`config.mk`:
```
export PLATFORM = sky130hd
export DESIGN_NAME = ex_mem_stage
export DESIGN_NICKNAME = d
export VERILOG_FILES = /design/src/rtl/ex_mem_stage.sv
export SDC_FILE = /design/constraint.sdc
export NUM_CORES = 1
export LEC_CHECK = 0
export ABC_AREA = 1
export ABC_CLOCK_PERIOD_IN_PS = 1500
export BUFFER_PORTS_ARGS = -buffer_cell sky130_fd_sc_hd__buf_2
export CORE_ASPECT_RATIO = 1.25
export CORE_UTILIZATION = 49
export DETAILED_ROUTE_END_ITERATION = 8
export GPL_TIMING_DRIVEN = 0
export MAX_ROUTING_LAYER = met4
export PLACE_DENSITY = 0.81
export SYNTH_ARGS = -nofsm -noshare
export SYNTH_HDL_FRONTEND = slang
export SYNTH_SLANG_ARGS = --single-unit
```
`constraint.sdc`:
```
create_clock -name CLK -period 1.5 [get_ports CLK]
set_input_delay 0.225 -clock CLK [delete_from_list [all_inputs] [get_ports CLK]]
set_output_delay 0.225 -clock CLK [all_outputs]
set_load 0.1 [all_outputs]
```
`src/rtl/ex_mem_stage.sv`:
```
// EX/MEM pipeline register of the Mach-V core: resolves branches and jumps from the ALU flags,
// issues a one-cycle fetch redirect, kills the wrong-path instruction behind it, counts branches.
module ex_mem_stage (
    input  logic        CLK,
    input  logic        RESETN,

    input  logic        ex_valid,
    output logic        ex_ready,
    input  logic [31:0] ALUResult,
    input  logic [2:0]  ALUFlags,
    input  logic [31:0] PC,
    input  logic [31:0] Imm,
    input  logic        IsBranch,
    input  logic        IsJal,
    input  logic        IsJalr,
    input  logic [2:0]  Funct3,
    input  logic        RegWrite,
    input  logic        MemRead,
    input  logic        MemWrite,
    input  logic [4:0]  Rd,
    input  logic [31:0] WriteData,

    output logic        mem_valid,
    input  logic        mem_ready,
    output logic [31:0] mem_result,
    output logic        mem_RegWrite,
    output logic        mem_MemRead,
    output logic        mem_MemWrite,
    output logic [4:0]  mem_Rd,
    output logic [31:0] mem_WriteData,
    output logic        mem_excp,

    output logic        Redirect,
    output logic [31:0] RedirectPC,

    output logic [31:0] BrCount,
    output logic [31:0] TakenCount
);

    logic        mem_valid_q,     mem_valid_d;
    logic [31:0] mem_result_q,    mem_result_d;
    logic        mem_regwrite_q,  mem_regwrite_d;
    logic        mem_memread_q,   mem_memread_d;
    logic        mem_memwrite_q,  mem_memwrite_d;
    logic [4:0]  mem_rd_q,        mem_rd_d;
    logic [31:0] mem_wdata_q,     mem_wdata_d;
    logic        mem_excp_q,      mem_excp_d;
    logic        redirect_q,      redirect_d;
    logic [31:0] redirect_pc_q,   redirect_pc_d;
    logic [31:0] br_count_q,      br_count_d;
    logic [31:0] taken_count_q,   taken_count_d;

    logic        flag_eq;
    logic        flag_lt;
    logic        flag_ltu;
    logic        br_cond;
    logic        is_link;
    logic        taken;
    logic        misaligned;
    logic        accept;
    logic        live;
    logic [31:0] target;
    logic [31:0] link_pc;

    assign {flag_eq, flag_lt, flag_ltu} = ALUFlags;

    always_comb begin
        br_cond = 1'b0;
        case (Funct3)
            3'b000:  br_cond = flag_eq;
            3'b001:  br_cond = ~flag_eq;
            3'b100:  br_cond = flag_lt;
            3'b101:  br_cond = ~flag_lt;
            3'b110:  br_cond = flag_ltu;
            3'b111:  br_cond = ~flag_ltu;
            default: br_cond = 1'b0;
        endcase
    end

    assign is_link    = IsJal | IsJalr;
    assign taken      = (IsBranch & br_cond) | is_link;
    assign target     = IsJalr ? {ALUResult[31:1], 1'b0} : (PC + Imm);
    assign misaligned = taken & (target[1:0] != 2'b00);
    assign link_pc    = PC + 32'd4;

    // While a redirect is out, the presented instruction is wrong-path: always take it and drop it.
    assign ex_ready = redirect_q | ~mem_valid_q | mem_ready;
    assign accept   = ex_valid & ex_ready;
    assign live     = accept & ~redirect_q;

    always_comb begin
        mem_valid_d    = mem_valid_q;
        mem_result_d   = mem_result_q;
        mem_regwrite_d = mem_regwrite_q;
        mem_memread_d  = mem_memread_q;
        mem_memwrite_d = mem_memwrite_q;
        mem_rd_d       = mem_rd_q;
        mem_wdata_d    = mem_wdata_q;
        mem_excp_d     = mem_excp_q;
        redirect_d     = 1'b0;
        redirect_pc_d  = redirect_pc_q;
        br_count_d     = br_count_q;
        taken_count_d  = taken_count_q;

        if (live) begin
            mem_valid_d    = 1'b1;
            mem_result_d   = is_link ? link_pc : ALUResult;
            mem_regwrite_d = RegWrite & ~misaligned;
            mem_memread_d  = MemRead;
            mem_memwrite_d = MemWrite;
            mem_rd_d       = Rd;
            mem_wdata_d    = WriteData;
            mem_excp_d     = misaligned;

            if (taken & ~misaligned) begin
                redirect_d    = 1'b1;
                redirect_pc_d = target;
            end

            if (IsBranch) begin
                br_count_d = br_count_q + 32'd1;
                if (br_cond) begin
                    taken_count_d = taken_count_q + 32'd1;
                end
            end
        end else if (mem_valid_q & mem_ready) begin
            mem_valid_d = 1'b0;
        end
    end

    always_ff @(posedge CLK or negedge RESETN) begin
        if (!RESETN) begin
            mem_valid_q    <= 1'b0;
            mem_result_q   <= 32'd0;
            mem_regwrite_q <= 1'b0;
            mem_memread_q  <= 1'b0;
            mem_memwrite_q <= 1'b0;
            mem_rd_q       <= 5'd0;
            mem_wdata_q    <= 32'd0;
            mem_excp_q     <= 1'b0;
            redirect_q     <= 1'b0;
            redirect_pc_q  <= 32'd0;
            br_count_q     <= 32'd0;
            taken_count_q  <= 32'd0;
        end else begin
            mem_valid_q    <= mem_valid_d;
            mem_result_q   <= mem_result_d;
            mem_regwrite_q <= mem_regwrite_d;
            mem_memread_q  <= mem_memread_d;
            mem_memwrite_q <= mem_memwrite_d;
            mem_rd_q       <= mem_rd_d;
            mem_wdata_q    <= mem_wdata_d;
            mem_excp_q     <= mem_excp_d;
            redirect_q     <= redirect_d;
            redirect_pc_q  <= redirect_pc_d;
            br_count_q     <= br_count_d;
            taken_count_q  <= taken_count_d;
        end
    end

    assign mem_valid     = mem_valid_q;
    assign mem_result    = mem_result_q;
    assign mem_RegWrite  = mem_regwrite_q;
    assign mem_MemRead   = mem_memread_q;
    assign mem_MemWrite  = mem_memwrite_q;
    assign mem_Rd        = mem_rd_q;
    assign mem_WriteData = mem_wdata_q;
    assign mem_excp      = mem_excp_q;
    assign Redirect      = redirect_q;
    assign RedirectPC    = redirect_pc_q;
    assign BrCount       = br_count_q;
    assign TakenCount    = taken_count_q;

endmodule

```
==> impl_metrics.yaml, run 1 <==
pwr:
  power_density_nw_per_um2: 1363
  p_total_w: 0.02482
  cellLeakagePower_nw: 9.469
  peakVddDrop_mv: 1.276
route:
  antenna_left: 0
  post_drt_wl_per_cell_um: 21.92
  first_pass_iters: 6
  via_per_inst: 5.785
  detail_route.iter0.violations: 1315
  post-route-drc-count: 0
  wirelength_um: 54530
  vias: 14390
global_routing:
  grt_start_max_net_pins: 102
  antenna_violations_before_repair: 3
  wire_length_of_the_first_global_routing_pass_um: 67930
  grt.overflow.total: 0
  number_of_global_route_vias_before_repair: 13100
  global_route.usage.total_pct: 37.24
yosys:
  synth-edff-count: 0
  synth_top_family_by_area: "simple AND/OR/NAND/NOR gates"
  synth.area.mux_share_pct: 0
  synth_cell_type_count: 46
  syn-cell-area_um2: 11730
  netlist_instances: 1711
  yosys_register_bits: 171
  synth_xor_area_share_pct: 6.345
  synthAdderAreaFrac_pct: 3.797
  asyncSetResetFlopFracSynth_pct: 100.0
  syn_avg_cell_area_um2: 6.857
  compound_cell_area_share_of_the_yosys_netlist_pct: 5.737
  synth.yosys.seq_area_share_pct: 36.47
  yosys.area_share.simple_pct: 38.50
  synth-main-ff-cell: "sky130_fd_sc_hd__dfrtp_1"
  yosys_warnings: 0
  syn_nets: 1895
critical_path:
  critPathLaunchType: "flip-flop"
  critical-path-max-stage-delay_ps: 440
  critical_path.cell_chain: "ha_4, inv_4, nor3_4, buf_6, nand4_4, nor2_4, nand4_1, xor2_1"
  timing.critical_path.arrival_ps: 2540
  max_fanout_on_critical_path: 3
  worst-endpoint-required_ps: 1810
  timing.setup.critical_path_class: "flip-flop to flip-flop"
  kind_of_capture_point_of_the_worst_setup_path: "flip-flop"
  worst_path_max_delay_cell: "sky130_fd_sc_hd__dfrtp_4"
placed_design:
  dpl.cell_count: 2320
  post-dp-hpwl_um: 32550
  count_of_buffers_inserted_at_the_top_level_ports: 320
  last_weighted_congestion_value_of_the_routability_driven_placer: 0.9860
die:
  core.rowCount: 62
  floorplan.initialDensity_pct: 50.41
  die_height_um: 175
  floorplan.die_area_um2: 24570
  io_pins: 321
  placeableCoreArea_um2: 23270
  floorplan.die.width_um: 140.4
finish:
  flow.area_growth_from_synthesis_pct: 55.13
  filler_cell_count: 1469
  layout.cells.most_common_list: "589 x sky130_fd_sc_hd__nand2_1, 240 x sky130_fd_sc_hd__buf_2, 190 x sky130_fd_sc_hd__inv_1"
  layout.core_utilization_pct: 78.21
  area_of_combinational_cells_with_multiple_inputs_um2: 7856
  stdcell_count: 2488
  final_common_cell: "sky130_fd_sc_hd__nand2_1"
  drive_above_1_share_pct: 40.15
  layout.area.seq_um2: 4509
  num-nets-final: 2368
outcome:
  outcome: "finished with violations"
  failed_checks: "negative setup slack"
sta:
  timing.clock.skew_ps: 11.00
  timing.slew.headroom_pct: 41.19
  setup_slack_ps: -724.7
  timing.final.hold_violations: 0
  finalMaxSlewViolations: 0
  finalSetupViolations: 192
  grt_setup_unrepaired: "yes"
  finalCritPeriodShare_pct: 148.3
  timing.hold.ws_ps: 1.558
  fmax_mhz: 449.5
  final.min_clock_period_ps: 2225
  worst_slew_pin_slew_ps: 882.1
clocking:
  root_buffer: "sky130_fd_sc_hd__clkbuf_16"
  cts.sink_count: 171
  cts_tree: "yes"
  cts_max_path_buffers: 2
  h_tree_levels: 4
  worstSkewPairLatency_ps: 450
  cts_buffers: 17
  clkTransAtPathRegs_ps: 80
hold_path:
  type_of_the_most_critical_hold_path: "input port to flip-flop"
job:
  cap_viol_max_count: 0
layer usage:
metal,track usage [%],share of wire (%),routed length [µm],up-vias
met5,-,0,0,-
met4,22.44,9.1,4944,0
met3,5.207,9.8,5369,413
met2,65.94,48,26280,1022
met1,39.26,33,17940,6676
li1,-,-,-,6281
worst paths after layout:
path	endpoint	cells past startpoint	from	slack, ps
hold / removal	mem_WriteData[9]$_DFFE_PN0P_	3	WriteData[9]	2
min in group asynchronous	BrCount[9]$_DFFE_PN0P_	2	RESETN	340
hold reg to reg	RedirectPC[29]$_DFFE_PN0P_	2	RedirectPC[29]$_DFFE_PN0P_	480
max in group asynchronous	TakenCount[13]$_DFFE_PN0P_	3	RESETN	140
setup reg to reg	BrCount[22]$_DFFE_PN0P_	8	BrCount[0]$_DFFE_PN0P_	-720
setup / recovery	BrCount[22]$_DFFE_PN0P_	8	BrCount[0]$_DFFE_PN0P_	-720
state kept, by name, summed over array words and instances (netlist names):
name,cells
TakenCount,32
Redirect,1
mem_MemRead,1
mem_result,32
mem_WriteData,32
mem_Rd,5
mem_valid,1
BrCount,32
mem_excp,1
RedirectPC,32
mem_RegWrite,1
mem_MemWrite,1
cells in the mapped netlist, types with 21 or more instances:
cell type                 count  area [µm²]
sky130_fd_sc_hd__nand3_1     87       435.4
sky130_fd_sc_hd__dfrtp_1    171        4279
sky130_fd_sc_hd__nor3_1      42       210.2
sky130_fd_sc_hd__xor2_1      61       534.3
sky130_fd_sc_hd__o21ai_0     21       105.1
sky130_fd_sc_hd__xnor2_1     24       210.2
sky130_fd_sc_hd__ha_1        34       425.4
sky130_fd_sc_hd__inv_1      207       777.0
sky130_fd_sc_hd__a21oi_1     65       325.3
sky130_fd_sc_hd__nor2_1     126       473.0
sky130_fd_sc_hd__nand2_1    679        2549
cells by family after synthesis:
logic type	Yosys count
buffers and inverters	262
DFF	171
adders and majority gates	35
AOI/OAI and AO/OA	123
xor gates and xnor gates	85
and+or+nand+nor	1035
worst max-delay path, delay by kind of cell (launching register included):
| kind | cells | cell delay, ps |
|---|---|---|
| xor+xnor | 1 | 290 |
| buf+inv | 2 | 220 |
| simple gates | 4 | 970 |
| flops | 1 | 440 |
| fa+ha+maj | 1 | 170 |
stage by stage:
step	TNS (ps)	setup slack, ps	cell area [µm²]
2_1_floorplan	-9220	-201.6	12270
3_3_place_gp	-484270	-3042	14230
3_5_place_dp	-35220	-792.4	14270
4_1_cts	-6766	-193.8	16270
5_1_grt	-32760	-717.0	18200
6_report	-26880	-724.7	18200
final cells by class:
type,instances,share of cell area [%]
antenna,3,0.04125
buffer,34,2.330
clock buffer,20,2.509
clock inverter,12,0.5774
inverter,224,4.908
multi-input combinational,1278,43.16
sequential,171,24.77
tap,288,1.980
timing repair buffer,457,19.67
timing repair inverter,1,0.04812
repair_timing:
item                                    CTS  global route
hold buffers                             37             0
gates resized for setup                 210           322
pin swaps                                27            77
endpoints found under the setup margin  204           173
cloned                                    2            14
buffers inserted                         33            52
endpoints found under the hold margin   106             0
power by group:
| group | internal (W) | switching, W | leakage (nW) |
|---|---|---|---|
| clock | 0.00226 | 0.00218 | 0.271 |
| sequential | 0.00568 | 0.000931 | 2.03 |
| combinational | 0.00321 | 0.0106 | 7.17 |
Power figures use the tool's default switching activity.
==> run 2: changes to the inputs <==
--- a/config.mk
+++ b/config.mk
@@ -6,14 +6,15 @@
 export NUM_CORES = 1
 export LEC_CHECK = 0
 export ABC_AREA = 1
-export ABC_CLOCK_PERIOD_IN_PS = 1500
+export ABC_CLOCK_PERIOD_IN_PS = 2430
 export BUFFER_PORTS_ARGS = -buffer_cell sky130_fd_sc_hd__buf_2
 export CORE_ASPECT_RATIO = 1.25
-export CORE_UTILIZATION = 49
+export CORE_MARGIN = 5
+export CORE_UTILIZATION = 54
 export DETAILED_ROUTE_END_ITERATION = 8
 export GPL_TIMING_DRIVEN = 0
 export MAX_ROUTING_LAYER = met4
-export PLACE_DENSITY = 0.81
+export PLACE_DENSITY = 0.85
 export SYNTH_ARGS = -nofsm -noshare
 export SYNTH_HDL_FRONTEND = slang
 export SYNTH_SLANG_ARGS = --single-unit
==> constraint.sdc (replaced) <==
create_clock -name CLK -period 2.43 [get_ports CLK]
set_input_delay 0.3645 -clock CLK [delete_from_list [all_inputs] [get_ports CLK]]
set_output_delay 0.3645 -clock CLK [all_outputs]
set_load 0.1 [all_outputs]
==> run 2 against run 1 <==
Effect of this change: the run now ends clean; combinational power is 49% lower; routed wire length is 22% lower; power is 44% lower; highest routed layer unchanged; critical path type is now input port to flip-flop; final cell count is 5.7% lower; largest cell class unchanged; sequential power is 42% lower; flip-flop and latch count stayed put.
==> impl_metrics.yaml, run 2 (synthesis gave the netlist of run 1 again) <==
placed_design:
  count_of_buffers_inserted_at_the_top_level_ports: 320
  placedInstanceArea_um2: 13720
  last_weighted_congestion_value_of_the_routability_driven_placer: 1.045
  dpl.cell_count: 2311
  post-dp-hpwl_um: 34320
finish:
  drive_above_1_share_pct: 22.32
  filler_cell_count: 1959
  flow.area_growth_from_synthesis_pct: 22.58
  layout.cells.most_common_list: "679 x sky130_fd_sc_hd__nand2_1, 331 x sky130_fd_sc_hd__buf_2, 207 x sky130_fd_sc_hd__inv_1"
  finalInstanceArea_um2: 14380
  stdcell_count: 2345
  final_common_cell: "sky130_fd_sc_hd__nand2_1"
  layout.core_utilization_pct: 66.98
  num-nets-final: 2236
die:
  placeableCoreArea_um2: 21470
  floorplan.initialDensity_pct: 54.64
  io_pins: 321
  floorplan.die_area_um2: 24790
  floorplan.die.width_um: 141.8
  core.rowCount: 60
  die_height_um: 174.8
clocking:
  post_cts_resize_count: 0
  worstSkewPairLatency_ps: 440
  cts_max_path_buffers: 2
  cts.sink_count: 171
  cts_buffers: 17
  cts_tree: "yes"
  h_tree_levels: 4
  root_buffer: "sky130_fd_sc_hd__clkbuf_16"
  post_cts_buffers: 0
  clkTransAtPathRegs_ps: 80
critical_path:
  timing.setup.critical_path_class: "input port to flip-flop"
  critPathLaunchType: "input port"
  max_fanout_on_critical_path: 4
  timing.critical_path.arrival_ps: 2460
  crit_start: "PC[0]"
  regToRegStartpoint: "TakenCount[15]$_DFFE_PN0P_"
  kind_of_capture_point_of_the_worst_setup_path: "flip-flop"
  worst-endpoint-required_ps: 2760
route:
  wirelength_um: 42280
  detail_route.iter0.violations: 1061
  vias: 12630
  first_pass_iters: 6
  post-route-drc-count: 0
  post_drt_wl_per_cell_um: 18.03
  via_per_inst: 5.386
  antenna_left: 0
pwr:
  seq_power_share_pct: 27.7
  power_density_nw_per_um2: 965.8
  power.share.combinational_pct: 50.4
  cell_internal_power_w: 0.006111
  peakVddDrop_mv: 1.008
  pwr-share-clk_pct: 21.8
  net-switching-power_w: 0.007778
  switching_share_pct: 56.00
  p_total_w: 0.01389
  cellLeakagePower_nw: 8.117
hold_path:
  type_of_the_most_critical_hold_path: "input port to flip-flop"
  min_from: "WriteData[13]"
sta:
  timing.final.hold_violations: 0
  finalCritPeriodShare_pct: 87.76
  timing.slew.headroom_pct: 39.15
  grt_setup_unrepaired: "no"
  final.min_clock_period_ps: 2132
  timing.clock.skew_ps: 18.77
  finalSetupViolations: 0
  worst_slew_pin_slew_ps: 912.8
  finalMaxSlewViolations: 0
  fmax_mhz: 468.9
job:
  cap_viol_max_count: 0
global_routing:
  global_route.usage.total_pct: 35.12
  wire_length_of_the_first_global_routing_pass_um: 66340
  grt.overflow.total: 0
  grt_start_max_net_pins: 88
  number_of_global_route_vias_before_repair: 12560
  antenna_violations_before_repair: 1
outcome:
  outcome: "finished, final reports clean"
## run 2: final timing paths
path / end / slack (ps) / cells after the start
max: RedirectPC[14]$_DFFE_PN0P_ / 300 / 13
min: mem_WriteData[13]$_DFFE_PN0P_ / 110 / 3
max reg2reg: TakenCount[17]$_DFFE_PN0P_ / 560 / 7
min reg2reg: mem_RegWrite$_DFFE_PN0P_ / 470 / 2
max in group asynchronous: RedirectPC[28]$_DFFE_PN0P_ / 1040 / 3
min in group asynchronous: mem_WriteData[2]$_DFFE_PN0P_ / 520 / 2
## run 2: area by class of cell
type | instances | area [µm²] | share of cell area, %
multi-input cells | 1278 | 6380 | 44.36
flip-flops and latches | 171 | 4279 | 29.75
repair buffers | 322 | 1649 | 11.47
inverters | 224 | 843.3 | 5.864
clock buffers | 17 | 425.4 | 2.958
well taps | 279 | 349.1 | 2.427
plain buffers | 38 | 230.2 | 1.601
clock inverters | 15 | 222.7 | 1.549
diodes | 1 | 2.502 | 0.01740
## run 2: critical path: stages
cell and delay (ps):
sky130_fd_sc_hd__buf_2 110, sky130_fd_sc_hd__ha_1 230, sky130_fd_sc_hd__fa_1 460, sky130_fd_sc_hd__nand3_1 120, sky130_fd_sc_hd__nand3_1 220, sky130_fd_sc_hd__nand2_1 120, sky130_fd_sc_hd__nand2_1 100, sky130_fd_sc_hd__nand2_1 80
sky130_fd_sc_hd__nand2_1 170, sky130_fd_sc_hd__xor2_1 200, sky130_fd_sc_hd__nand2_1 100, sky130_fd_sc_hd__nand3_1 120, sky130_fd_sc_hd__nand2_1 60
## run 2: power groups by stage
stage / sequential, W / clock (W) / combinational, W
floorplan: 0.00794 / 0 / 0.00143
global placement: 0.00387 / 0 / 0.00693
detailed placement: 0.00389 / 0 / 0.00699
CTS: 0.00384 / 0.00306 / 0.00701
global route: 0.00393 / 0.00317 / 0.00733
finish: 0.00385 / 0.00303 / 0.00701
## run 2: routing by layer
metal,vias up,track usage (%),share of wire [%]
met5,-,-,0
met4,0,17.64,6.1
met3,152,4.161,7.5
met2,628,57.73,48
met1,5852,42.59,38
li1,5998,-,-
## run 2: what timing repair did
action,CTS,global route
hold buffers,1,0
setup endpoints to repair,0,0
hold endpoints to repair,86,0
## run 2: through the flow
step / setup TNS (ps) / hold WS [ps] / worst slack (ps)
6_report: 0 / 112.3 / 297.5
5_1_grt: 0 / 113.8 / 183.8
4_1_cts: 0 / 102.1 / 353.4
3_5_place_dp: -256.8 / 411.7 / -93.49
3_3_place_gp: -281090 / 456.8 / -1666
2_1_floorplan: 0 / 68.91 / 184.3
==> run 3: changes to the inputs <==
--- a/config.mk
+++ b/config.mk
@@ -8,7 +8,6 @@
 export ABC_AREA = 1
 export ABC_CLOCK_PERIOD_IN_PS = 2430
 export BUFFER_PORTS_ARGS = -buffer_cell sky130_fd_sc_hd__buf_2
-export CORE_ASPECT_RATIO = 1.25
 export CORE_MARGIN = 5
 export CORE_UTILIZATION = 54
 export DETAILED_ROUTE_END_ITERATION = 8
==> run 3 against run 2 <==
Effect of this change: count of clock-buffer cells in the layout up 3; sequential share of layout area up 0.094 points; flip-flop and latch count unchanged; first-iteration DRC count down 5.0%; clock skew down 6.9 ps; global-route usage down 2.0 points; register-to-register slack better by 60 ps; combinational power down 0.7%; power down 1.5%; utilization down 0.67 points; non-clock buffer count unchanged; critical path type unchanged; critical endpoint is now RedirectPC[28]$_DFFE_PN0P_.
==> impl_metrics.yaml, run 3 (synthesis gave the netlist of run 1 again) <==
outcome:
  outcome: "finished, final reports clean"
placed_design:
  pre_cts_slack_ps: -28.06
  dpl.cell_count: 2312
  count_of_buffers_inserted_at_the_top_level_ports: 320
  post-dp-hpwl_um: 32980
  last_weighted_congestion_value_of_the_routability_driven_placer: 0.9903
die:
  io_pins: 321
  floorplan.die.width_um: 157.4
  core.rowCount: 54
  die_height_um: 157.4
  floorplan.die_area_um2: 24770
  floorplan.initialDensity_pct: 54.27
  placeableCoreArea_um2: 21620
clocking:
  root_buffer: "sky130_fd_sc_hd__clkbuf_16"
  h_tree_levels: 4
  cts_tree: "yes"
  count_of_hold_buffers_inserted_by_post_cts_repair: 1
  worstSkewPairLatency_ps: 430
  post_cts_resize_count: 0
  post_cts_buffers: 0
  clkTransAtPathRegs_ps: 70
  cts_max_path_buffers: 2
  cts_buffers: 17
  cts.sink_count: 171
critical_path:
  worst_path_max_delay_cell: "sky130_fd_sc_hd__fa_1"
  kind_of_capture_point_of_the_worst_setup_path: "flip-flop"
  cpLargestDelayFamily: "adder cells"
  max_fanout_on_critical_path: 10
  timing.critical_path.arrival_ps: 2350
  critical-path-max-stage-delay_ps: 490
  critical_path.cell_chain: "buf_2, ha_1, fa_1, nor2_1, a21oi_1, nor2_1, nand2_4, buf_6, a21oi_2, nand2_1, nand2_1"
  timing.setup.critical_path_class: "input port to flip-flop"
  critPathLaunchType: "input port"
  path_buf_inv: 2
  worst-endpoint-required_ps: 2750
hold_path:
  type_of_the_most_critical_hold_path: "input port to flip-flop"
finish:
  filler_cell_count: 1958
  stdcell_count: 2346
  final_common_cell: "sky130_fd_sc_hd__nand2_1"
  flow.area_growth_from_synthesis_pct: 22.19
  num-nets-final: 2236
  layout.cells.most_common_list: "679 x sky130_fd_sc_hd__nand2_1, 331 x sky130_fd_sc_hd__buf_2, 207 x sky130_fd_sc_hd__inv_1"
  layout.core_utilization_pct: 66.31
  drive_above_1_share_pct: 22.23
sta:
  finalSetupViolations: 0
  fmax_mhz: 492.7
  finalMaxSlewViolations: 0
  grt_setup_unrepaired: "no"
  worst_slew_pin_slew_ps: 803.7
  finalCritPeriodShare_pct: 83.52
  timing.hold.ws_ps: 125.8
  final.min_clock_period_ps: 2030
  timing.slew.headroom_pct: 46.42
  timing.final.hold_violations: 0
  timing.clock.skew_ps: 11.83
  setup_slack_ps: 400.4
pwr:
  peakVddDrop_mv: 0.7997
  p_total_w: 0.01368
  seq_power_share_pct: 28.2
  net-switching-power_w: 0.007587
  cellLeakagePower_nw: 8.098
  switching_share_pct: 55.48
  cell_internal_power_w: 0.006088
  pwr-share-clk_pct: 20.9
  power.share.combinational_pct: 50.9
  power_density_nw_per_um2: 953.9
route:
  post_drt_wl_per_cell_um: 17.34
  via_per_inst: 5.292
  first_pass_iters: 6
  post-route-drc-count: 0
  vias: 12410
  detail_route.iter0.violations: 1008
  wirelength_um: 40680
  antenna_left: 0
global_routing:
  wire_length_of_the_first_global_routing_pass_um: 62360
  number_of_global_route_vias_before_repair: 11980
  antenna_violations_before_repair: 1
  grt_start_max_net_pins: 105
  global_route.usage.total_pct: 33.13
  grt.overflow.total: 0
job:
  cap_viol_max_count: 0
## run 3: cell type report
cell class                      instances  area [µm²]  share of cell area, %
Antenna cell                            1       2.502                0.01746
Buffer                                 38       230.2                  1.606
Clock buffer                           20       446.7                  3.116
Clock inverter                         12       155.1                  1.082
Inverter                              224       843.3                  5.882
Multi-Input combinational cell       1278        6380                  44.50
Sequential cell                       171        4279                  29.85
Tap cell                              280       350.3                  2.444
Timing Repair Buffer                  322        1649                  11.50
## run 3: power by group through the flow
stage | Sequential, W | Clock [W] | Combinational, W
after detailed placement | 0.00389 | 0 | 0.00694
final | 0.00386 | 0.00285 | 0.00696
after CTS | 0.00385 | 0.00288 | 0.00696
after floorplan | 0.00794 | 0 | 0.00143
after global placement | 0.00387 | 0 | 0.00687
after global routing | 0.00392 | 0.00301 | 0.00728
## run 3: final timing paths
kind | start | to | slack [ps] | cells past startpoint
hold / removal | WriteData[5] | mem_WriteData[5]$_DFFE_PN0P_ | 130 | 3
setup reg to reg | TakenCount[8]$_DFFE_PN0P_ | TakenCount[26]$_DFFE_PN0P_ | 620 | 8
setup / recovery | PC[0] | RedirectPC[28]$_DFFE_PN0P_ | 400 | 11
hold reg to reg | mem_WriteData[4]$_DFFE_PN0P_ | mem_WriteData[4]$_DFFE_PN0P_ | 470 | 2
min in group asynchronous | RESETN | TakenCount[28]$_DFFE_PN0P_ | 460 | 2
max in group asynchronous | RESETN | RedirectPC[26]$_DFFE_PN0P_ | 1060 | 3
## run 3: layer usage
| metal | track usage [%] | vias to the layer above | wire (µm) |
|---|---|---|---|
| met5 | - | - | 0 |
| li1 | - | 6008 | - |
| met4 | 11.96 | 0 | 1403 |
| met1 | 44.04 | 5703 | 17210 |
| met2 | 51.66 | 608 | 18370 |
| met3 | 5.224 | 95 | 3697 |
## run 3: through the flow
| step | TNS [ps] | instance area (µm²) |
|---|---|---|
| after floorplan | 0 | 11730 |
| after global routing | 0 | 14340 |
| final | 0 | 14340 |
| after global placement | -278380 | 13680 |
| after CTS | 0 | 14330 |
| after detailed placement | -154.3 | 13720 |
## run 3: tightest hold or removal path: cells and delay by family
kind | cells | cell delay, ps
buffers and inverters | 1 | 70
and+or+nand+nor | 2 | 90
